`src/rtl/png_unfilter.sv`:
```
`default_nettype none
// ============================================================================
// Module      : png_unfilter
// Description : PNG scanline reconstruction (un-filter). Takes a type byte and
//               cfg_w data bytes per row and emits raw bytes one cycle later.
// Revision    : 1.0 - initial release
// ============================================================================
module png_unfilter #(
    parameter int SIZE = 512,
    parameter int BPP  = 1,
    parameter int W_WD = 10,
    parameter int H_WD = 12
) (
    input  logic            clk,
    input  logic            rstn,
    input  logic            start_i,
    input  logic [W_WD-1:0] cfg_w_i,
    input  logic [H_WD-1:0] cfg_h_i,
    input  logic            dat_val_i,
    input  logic [7:0]      dat_i,
    output logic            dat_rdy_o,
    output logic            out_val_o,
    output logic [7:0]      out_dat_o,
    output logic            out_last_o,
    output logic            done_o,
    output logic            err_o
);

    localparam int IDX_WD = (SIZE > 1) ? $clog2(SIZE) : 1;

    typedef enum logic [1:0] {
        S_IDLE = 2'd0,
        S_TYPE = 2'd1,
        S_DATA = 2'd2,
        S_DONE = 2'd3
    } state_t;

    state_t                state_q, state_d;
    logic [W_WD-1:0]       w_q, w_d;
    logic [H_WD-1:0]       h_q, h_d;
    logic [W_WD-1:0]       col_q, col_d;
    logic [H_WD-1:0]       row_q, row_d;
    logic [2:0]            ftype_q, ftype_d;
    logic                  first_row_q, first_row_d;
    logic                  err_q, err_d;
    logic                  out_val_q, out_val_d;
    logic [7:0]            out_dat_q, out_dat_d;
    logic                  out_last_q, out_last_d;
    logic [BPP-1:0][7:0]   a_hist_q, a_hist_d;
    logic [BPP-1:0][7:0]   c_hist_q, c_hist_d;

    logic [7:0]            lbuf_q [SIZE];
    logic                  lb_we;
    logic [IDX_WD-1:0]     lb_idx;

    logic                  accept;
    logic [7:0]            op_a, op_b, op_c;
    logic [8:0]            sum_ab;
    logic signed [9:0]     p_s, da_s, db_s, dc_s, pa_s, pb_s, pc_s;
    logic [7:0]            paeth;
    logic [7:0]            pred;
    logic [7:0]            recon;

    assign dat_rdy_o  = (state_q == S_TYPE) || (state_q == S_DATA);
    assign accept     = dat_val_i && dat_rdy_o;
    assign out_val_o  = out_val_q;
    assign out_dat_o  = out_dat_q;
    assign out_last_o = out_last_q;
    assign done_o     = (state_q == S_DONE);
    assign err_o      = err_q;

    assign lb_idx = col_q[IDX_WD-1:0];
    // Left and upper-left both come from the oldest entry of their histories.
    assign op_a   = a_hist_q[BPP-1];
    assign op_c   = c_hist_q[BPP-1];
    assign op_b   = first_row_q ? 8'h00 : lbuf_q[lb_idx];

    always_comb begin
        sum_ab = {1'b0, op_a} + {1'b0, op_b};
        p_s    = $signed({2'b00, op_a}) + $signed({2'b00, op_b}) - $signed({2'b00, op_c});
        da_s   = p_s - $signed({2'b00, op_a});
        db_s   = p_s - $signed({2'b00, op_b});
        dc_s   = p_s - $signed({2'b00, op_c});
        pa_s   = (da_s < 0) ? -da_s : da_s;
        pb_s   = (db_s < 0) ? -db_s : db_s;
        pc_s   = (dc_s < 0) ? -dc_s : dc_s;
        if ((pa_s <= pb_s) && (pa_s <= pc_s)) begin
            paeth = op_a;
        end else if (pb_s <= pc_s) begin
            paeth = op_b;
        end else begin
            paeth = op_c;
        end
        case (ftype_q)
            3'd1:    pred = op_a;
            3'd2:    pred = op_b;
            3'd3:    pred = sum_ab[8:1];
            3'd4:    pred = paeth;
            default: pred = 8'h00;
        endcase
        recon = dat_i + pred;
    end

    always_comb begin
        state_d     = state_q;
        w_d         = w_q;
        h_d         = h_q;
        col_d       = col_q;
        row_d       = row_q;
        ftype_d     = ftype_q;
        first_row_d = first_row_q;
        err_d       = err_q;
        out_val_d   = 1'b0;
        out_dat_d   = out_dat_q;
        out_last_d  = 1'b0;
        a_hist_d    = a_hist_q;
        c_hist_d    = c_hist_q;
        lb_we       = 1'b0;

        case (state_q)
            S_IDLE: begin
                if (start_i) begin
                    w_d         = cfg_w_i;
                    h_d         = cfg_h_i;
                    row_d       = '0;
                    err_d       = 1'b0;
                    first_row_d = 1'b1;
                    state_d     = S_TYPE;
                end
            end
            S_TYPE: begin
                if (accept) begin
                    // Unknown filter types pass data through unchanged.
                    if (dat_i > 8'd4) begin
                        ftype_d = 3'd0;
                        err_d   = 1'b1;
                    end else begin
                        ftype_d = dat_i[2:0];
                    end
                    a_hist_d = '0;
                    c_hist_d = '0;
                    col_d    = '0;
                    state_d  = S_DATA;
                end
            end
            S_DATA: begin
                if (accept) begin
                    out_val_d = 1'b1;
                    out_dat_d = recon;
                    lb_we     = 1'b1;
                    for (int i = BPP - 1; i > 0; i--) begin
                        a_hist_d[i] = a_hist_q[i-1];
                        c_hist_d[i] = c_hist_q[i-1];
                    end
                    a_hist_d[0] = recon;
                    c_hist_d[0] = op_b;
                    if (col_q == w_q - W_WD'(1)) begin
                        out_last_d  = 1'b1;
                        row_d       = row_q + H_WD'(1);
                        first_row_d = 1'b0;
                        state_d     = (row_q == h_q - H_WD'(1)) ? S_DONE : S_TYPE;
                    end else begin
                        col_d = col_q + W_WD'(1);
                    end
                end
            end
            default: begin
                state_d = S_IDLE;
            end
        endcase
    end

    always_ff @(posedge clk) begin
        if (!rstn) begin
            state_q     <= S_IDLE;
            w_q         <= '0;
            h_q         <= '0;
            col_q       <= '0;
            row_q       <= '0;
            ftype_q     <= '0;
            first_row_q <= 1'b1;
            err_q       <= 1'b0;
            out_val_q   <= 1'b0;
            out_dat_q   <= '0;
            out_last_q  <= 1'b0;
            a_hist_q    <= '0;
            c_hist_q    <= '0;
        end else begin
            state_q     <= state_d;
            w_q         <= w_d;
            h_q         <= h_d;
            col_q       <= col_d;
            row_q       <= row_d;
            ftype_q     <= ftype_d;
            first_row_q <= first_row_d;
            err_q       <= err_d;
            out_val_q   <= out_val_d;
            out_dat_q   <= out_dat_d;
            out_last_q  <= out_last_d;
            a_hist_q    <= a_hist_d;
            c_hist_q    <= c_hist_d;
        end
    end

    // Previous-row storage; read and overwrite share the column index.
    always_ff @(posedge clk) begin
        if (lb_we) begin
            lbuf_q[lb_idx] <= recon;
        end
    end

endmodule
`default_nettype wire
```
`config.mk`:
```
export PLATFORM = sky130hd
export DESIGN_NAME = png_unfilter
export DESIGN_NICKNAME = d
export VERILOG_FILES = /design/src/rtl/png_unfilter.sv
export SDC_FILE = /design/constraint.sdc
export NUM_CORES = 2
export LEC_CHECK = 0
export BUFFER_PORTS_ARGS = -buffer_cell sky130_fd_sc_hd__buf_4
export CORE_MARGIN = 5
export CORE_UTILIZATION = 45
export DETAILED_ROUTE_END_ITERATION = 16
export MAX_ROUTING_LAYER = met4
export PLACE_DENSITY_LB_ADDON = 0.3
export SYNTH_ARGS = -nofsm -noshare
export SYNTH_HDL_FRONTEND = slang
export SYNTH_SLANG_ARGS = --single-unit
export TNS_END_PERCENT = 100
```
`constraint.sdc`:
```
create_clock -name clk -period 39.6 [get_ports clk]
set_input_delay 0 -clock clk [delete_from_list [all_inputs] [get_ports clk]]
set_output_delay 0 -clock clk [all_outputs]
set_load 0.005 [all_outputs]
```
Word level (Yosys, flattened, before mapping). Memories as Yosys holds them, arrays and structs flattened. A register that Yosys moved wholly into a read port is not among the register bits. Index checks and enable logic that the tools add are counted.

Register bits: 77. RAM bits: 4096. Input bits: 34. Output and inout bits: 13. Logic and storage cells: 108. Memories: 1.

Memory list: lbuf_q (depth 512, width 8, read ports 1, clocked after memory_dff 1, write ports 1, RTL line 52) `logic [7:0] lbuf_q [SIZE];`.

Add/sub/neg operators: 14. Magnitude comparators: 7. Equal/unequal tests: 15. Mux-type cells: 42. Reductions and logical operators: 16.

Operators by type and width (count): $mux 10 (6); $mux 8 (6); $mux 12 (3); $pmux 8 s2 (2); $pmux 8 s4 (1); $le 10x10->1 (3); $lt 10x1->1 const B (3); $neg 10->10 (3); $sub 10x9->10 (3); $pmux 12 s2 (1); $pmux 10 s2 (1); $add 8x8->9 (2); $mux 9 (2); $reduce_and 4->1 (4); $add 12x1->12 const B (1); $eq 12x12->1 (1); $sub 12x1->12 const B (1); $mux 1 (11); $add 10x1->10 const B (1); $eq 10x10->1 (1); $mux 2 (5); $sub 10x1->10 const B (1); $sub 9x8->10 (1); $add 8x8->8 (1); other kinds (17) (30).

Logic depth before layout (Yosys ltp).
Depth after elaboration: 13. Depth in mapped cells: 61. Depth with buffers taken out: 54.

Worst setup path after synthesis. OpenSTA, ideal clock, no wires.

Path kind: register -> register. Start point: register with a tool-made name. End point: memory lbuf_q[0][7] (data pin). Library setup time: 3.101 ns. Arrival time: 25.550 ns. Setup slack: 10.949 ns. Cell stages (with the launch flop): 55. Period minus slack after synthesis: 28.651 ns. Cell sequence: dfxtp_1 buf_4 buf_6 buf_6 buf_2 buf_4 buf_2 buf_2 mux4_2 mux4_2 mux4_2 mux4_2 nand2_1 a21oi_1 fa_1 ha_1 a21o_1 a21oi_1 [19 not listed] a21oi_1 a31o_2 a21boi_0 a311oi_1 a21oi_1 nor2_1 a311o_1 a21oi_1 a21o_1 ha_1 a21o_1 a21oi_1 o21bai_1 a21oi_1 o21bai_1 a21oi_1 xnor2_1 xnor2_1.

RTL lines (RTL line): end, declared (52).

==> results_dict.tcl <==
set metrics [dict create \
    status "complete, no violations" \
    drt_iter0_drc 9691 \
    max_freq_ghz 0.04892 \
    critPathCaptureType "flop" \
    peakVddDrop_v 0.0002454 \
    critPathRequiredTime_ns 40.22 \
    skew_ns 0.06228 \
    clockBufferDepth 4 \
    yosysUniqueCellTypes 78 \
    slowest_delay_ns 0.99 \
    drtPass1Iterations 8 \
    fin_ws_ns 19.16 \
    synthFlopType "edfxtp_1" \
    area_growth_syn_to_layout_pct 12.35 \
    top_layer_used "met4" \
    holdWs_ns 0.1890 \
    cts_setup_buffers 0 \
    synth_edf_count 4096 \
    met1_length_um 165700 \
    power_density_nw_per_um2 58.19 \
    critPathTopFamily "buffers and inverters" \
    finalSetupViolations 0 \
    core_um2 366100 \
    numCtsBuffers 414 \
    holdCritPathClass "input port to flop" \
    globalplace.congestion 0.8303 \
    syn_nets 7805 \
    worst_pin_slew_ns 1.354 \
    wl_met2_um 200500 \
    synth.avg_cell_area_um2 21.58 \
    drive_gt1_frac 0.2538 \
    final_cell_count_no_fill 13128 \
    power_mw 10.83 \
    synthTopCellsByCount "edfxtp_1, mux4_2, nor2_1" \
    crit_slowest_cell "o21ai_0" \
    dp_hpwl_um 253200 \
    initial_utilization 0.4525 \
    dp_cells 12249 \
    max_slew_margin 0.09714 \
    die-area_um2 380300 \
    clk_pin_slew_worst_paths_ns 0.06 \
    die_w_um 616.7 \
    clock_latency_ns 0.97 \
    dieHeight_um 616.7 \
    finalCriticalPeriod_ns 20.44 \
    antenna_found_initial 23 \
    crit_buf_inv 13 \
    tns_ns 0 \
    final_util 0.5083 \
    yosys-top-cells-area "edfxtp_1, mux4_2, nor2_1, dfxtp_1, mux2i_1" \
    ys_warn_count 0 \
    wl_per_cell_um 31.71 \
    syn_inst 7674 \
    dr_wl_met3_um 37300 \
    cts_root_buffer "clkbuf_16" \
    overflow 0 \
    placed_area_um2 171600 \
    async_reset_ff_frac 0 \
    syn_area_um2 165600 \
    rsz0062_at_grt "false" \
    stdcell_area_um2 186100 \
    grt_pass1_wl_um 600500 \
    grt_max_degree 245 \
    vias 79951 \
    fin_nets 8093 \
    num_rows 222 \
    hold_violations 0 \
    numClockSinks 4182 \
    period_share 0.5162 \
    antenna_left 0 \
    io_buffers 46 \
    yosys.cell_count.top_type "edfxtp_1" \
    synth_top_cell_by_area "edfxtp_1" \
    worstPathArrival_ns 21.06 \
    grt_pass1_vias 80994 \
    start_kind "flop" \
    pin_count 47 \
    ys_ff_latch 4182 \
    ctsHoldBuffers 113 \
    drc 0 \
    slew_violations 0 \
    cts_tree "yes" \
    crit_type "flop to flop" \
    cts_max_level 5 \
    crit_fanout 84 \
    synth.top_cell.area_share 0.7426 \
    track_usage 0.2235 \
    crit_top_cell "buf_4" \
    ys_seq_area_frac 0.7529 \
    dp_worst_setup_slack_ns 19.16 \
    p_leak_nw 55.48 \
    drv_cap 0 \
    drt-total-wl_um 416300 \
    cts-resized-gates 0 \
    fillers 28349 \
    via_per_inst 6.090 \
]
## worst paths after layout
kind,slack (ns),end,start,depth (start not counted)
setup reg to reg,19.16,lbuf_q[304][5],flop,56
setup / recovery,19.16,lbuf_q[304][5],flop,56
hold reg to reg,0.46,out_dat_o[2],out_dat_o[2],2
hold / removal,0.19,state_q[1],start_i,6
## flip-flops by register name (all words and copies together) (netlist names), named ones only
| signal | cells |
|---|---|
| err_o | 1 |
| col_q | 10 |
| w_q | 10 |
| lbuf_q | 4096 |
| row_q | 12 |
| ftype_q | 3 |
| h_q | 12 |
| out_last_o | 1 |
| out_val_o | 1 |
| a_hist_q | 8 |
| c_hist_q | 8 |
| first_row_q | 1 |
| out_dat_o | 8 |
| state_q | 2 |
## cell families (layout without fill, tap and decap cells)
| group | Yosys count | after routing | share of synthesized area |
|---|---|---|---|
| compound gates | 361 | 361 | 0.01442 |
| xor+xnor | 110 | 110 | 0.005816 |
| fa+ha+maj | 98 | 98 | 0.007977 |
| buf+inv | 513 | 1142 | 0.01324 |
| flops | 4182 | 4182 | 0.7529 |
| mux | 1388 | 1388 | 0.1794 |
| other cells | 0 | 9 | 0 |
| simple gates | 1022 | 1022 | 0.02617 |
## power breakdown
| group | internal (mW) | switching [mW] |
|---|---|---|
| logic | 0.802 | 1.25 |
| registers | 4.89 | 0.0110 |
| clock network | 2.22 | 1.66 |
## worst reg2reg max path, delay by kind of cell (launching register included)
kind / cells / cell delay (ns)
simple gates: 3 / 0.56
flops: 1 / 0.86
compound gates: 29 / 6.27
buf+inv: 13 / 8.45
mux: 1 / 0.61
fa+ha+maj: 6 / 1.81
xor+xnor: 4 / 1.48
## layer usage
layer	vias up	global-route usage
li1	32568	-
met4	0	0.06015
met3	636	0.04232
met2	3773	0.3459
met5	-	-
met1	42974	0.3085
## layout make-up
| class | count | area, um^2 | area share |
|---|---|---|---|
| antenna | 9 | 22.52 | 0.0001210 |
| timing repair buffer | 306 | 2718 | 0.01460 |
| clock inverter | 246 | 2414 | 0.01297 |
| multi-input combinational | 2979 | 38970 | 0.2094 |
| clock buffer | 511 | 10900 | 0.05858 |
| inverter | 79 | 304.0 | 0.001634 |
| sequential | 4182 | 124700 | 0.6703 |
| tap | 4816 | 6026 | 0.03238 |
## layout by cell type (no fill, tap or decap), types with 23 or more instances in the layout
master | netlist | final
dfxtp_1 | 86 | 79
xor2_1 | 50 | 50
nor2_1 | 623 | 621
a22oi_1 | 96 | 96
bufinv_16 | 0 | 41
ha_1 | 84 | 83
nand2_1 | 179 | 164
a21oi_1 | 105 | 105
clkinv_1 | 1 | 88
edfxtp_1 | 4096 | 4096
clkbuf_16 | 0 | 421
mux2i_1 | 120 | 120
mux4_2 | 1264 | 1264
buf_4 | 24 | 182
xnor2_1 | 60 | 54
nand4_1 | 27 | 27
clkinv_2 | 0 | 75
dlygate4sd3_1 | 0 | 113
o21ai_0 | 38 | 38
clkbuf_1 | 257 | 84
nand3_1 | 50 | 50
nor3_1 | 26 | 24
nor2b_1 | 29 | 23
nand2b_1 | 25 | 25
inv_1 | 77 | 76
a21o_1 | 28 | 28
Note: power is estimated with default switching activity, not from simulation.
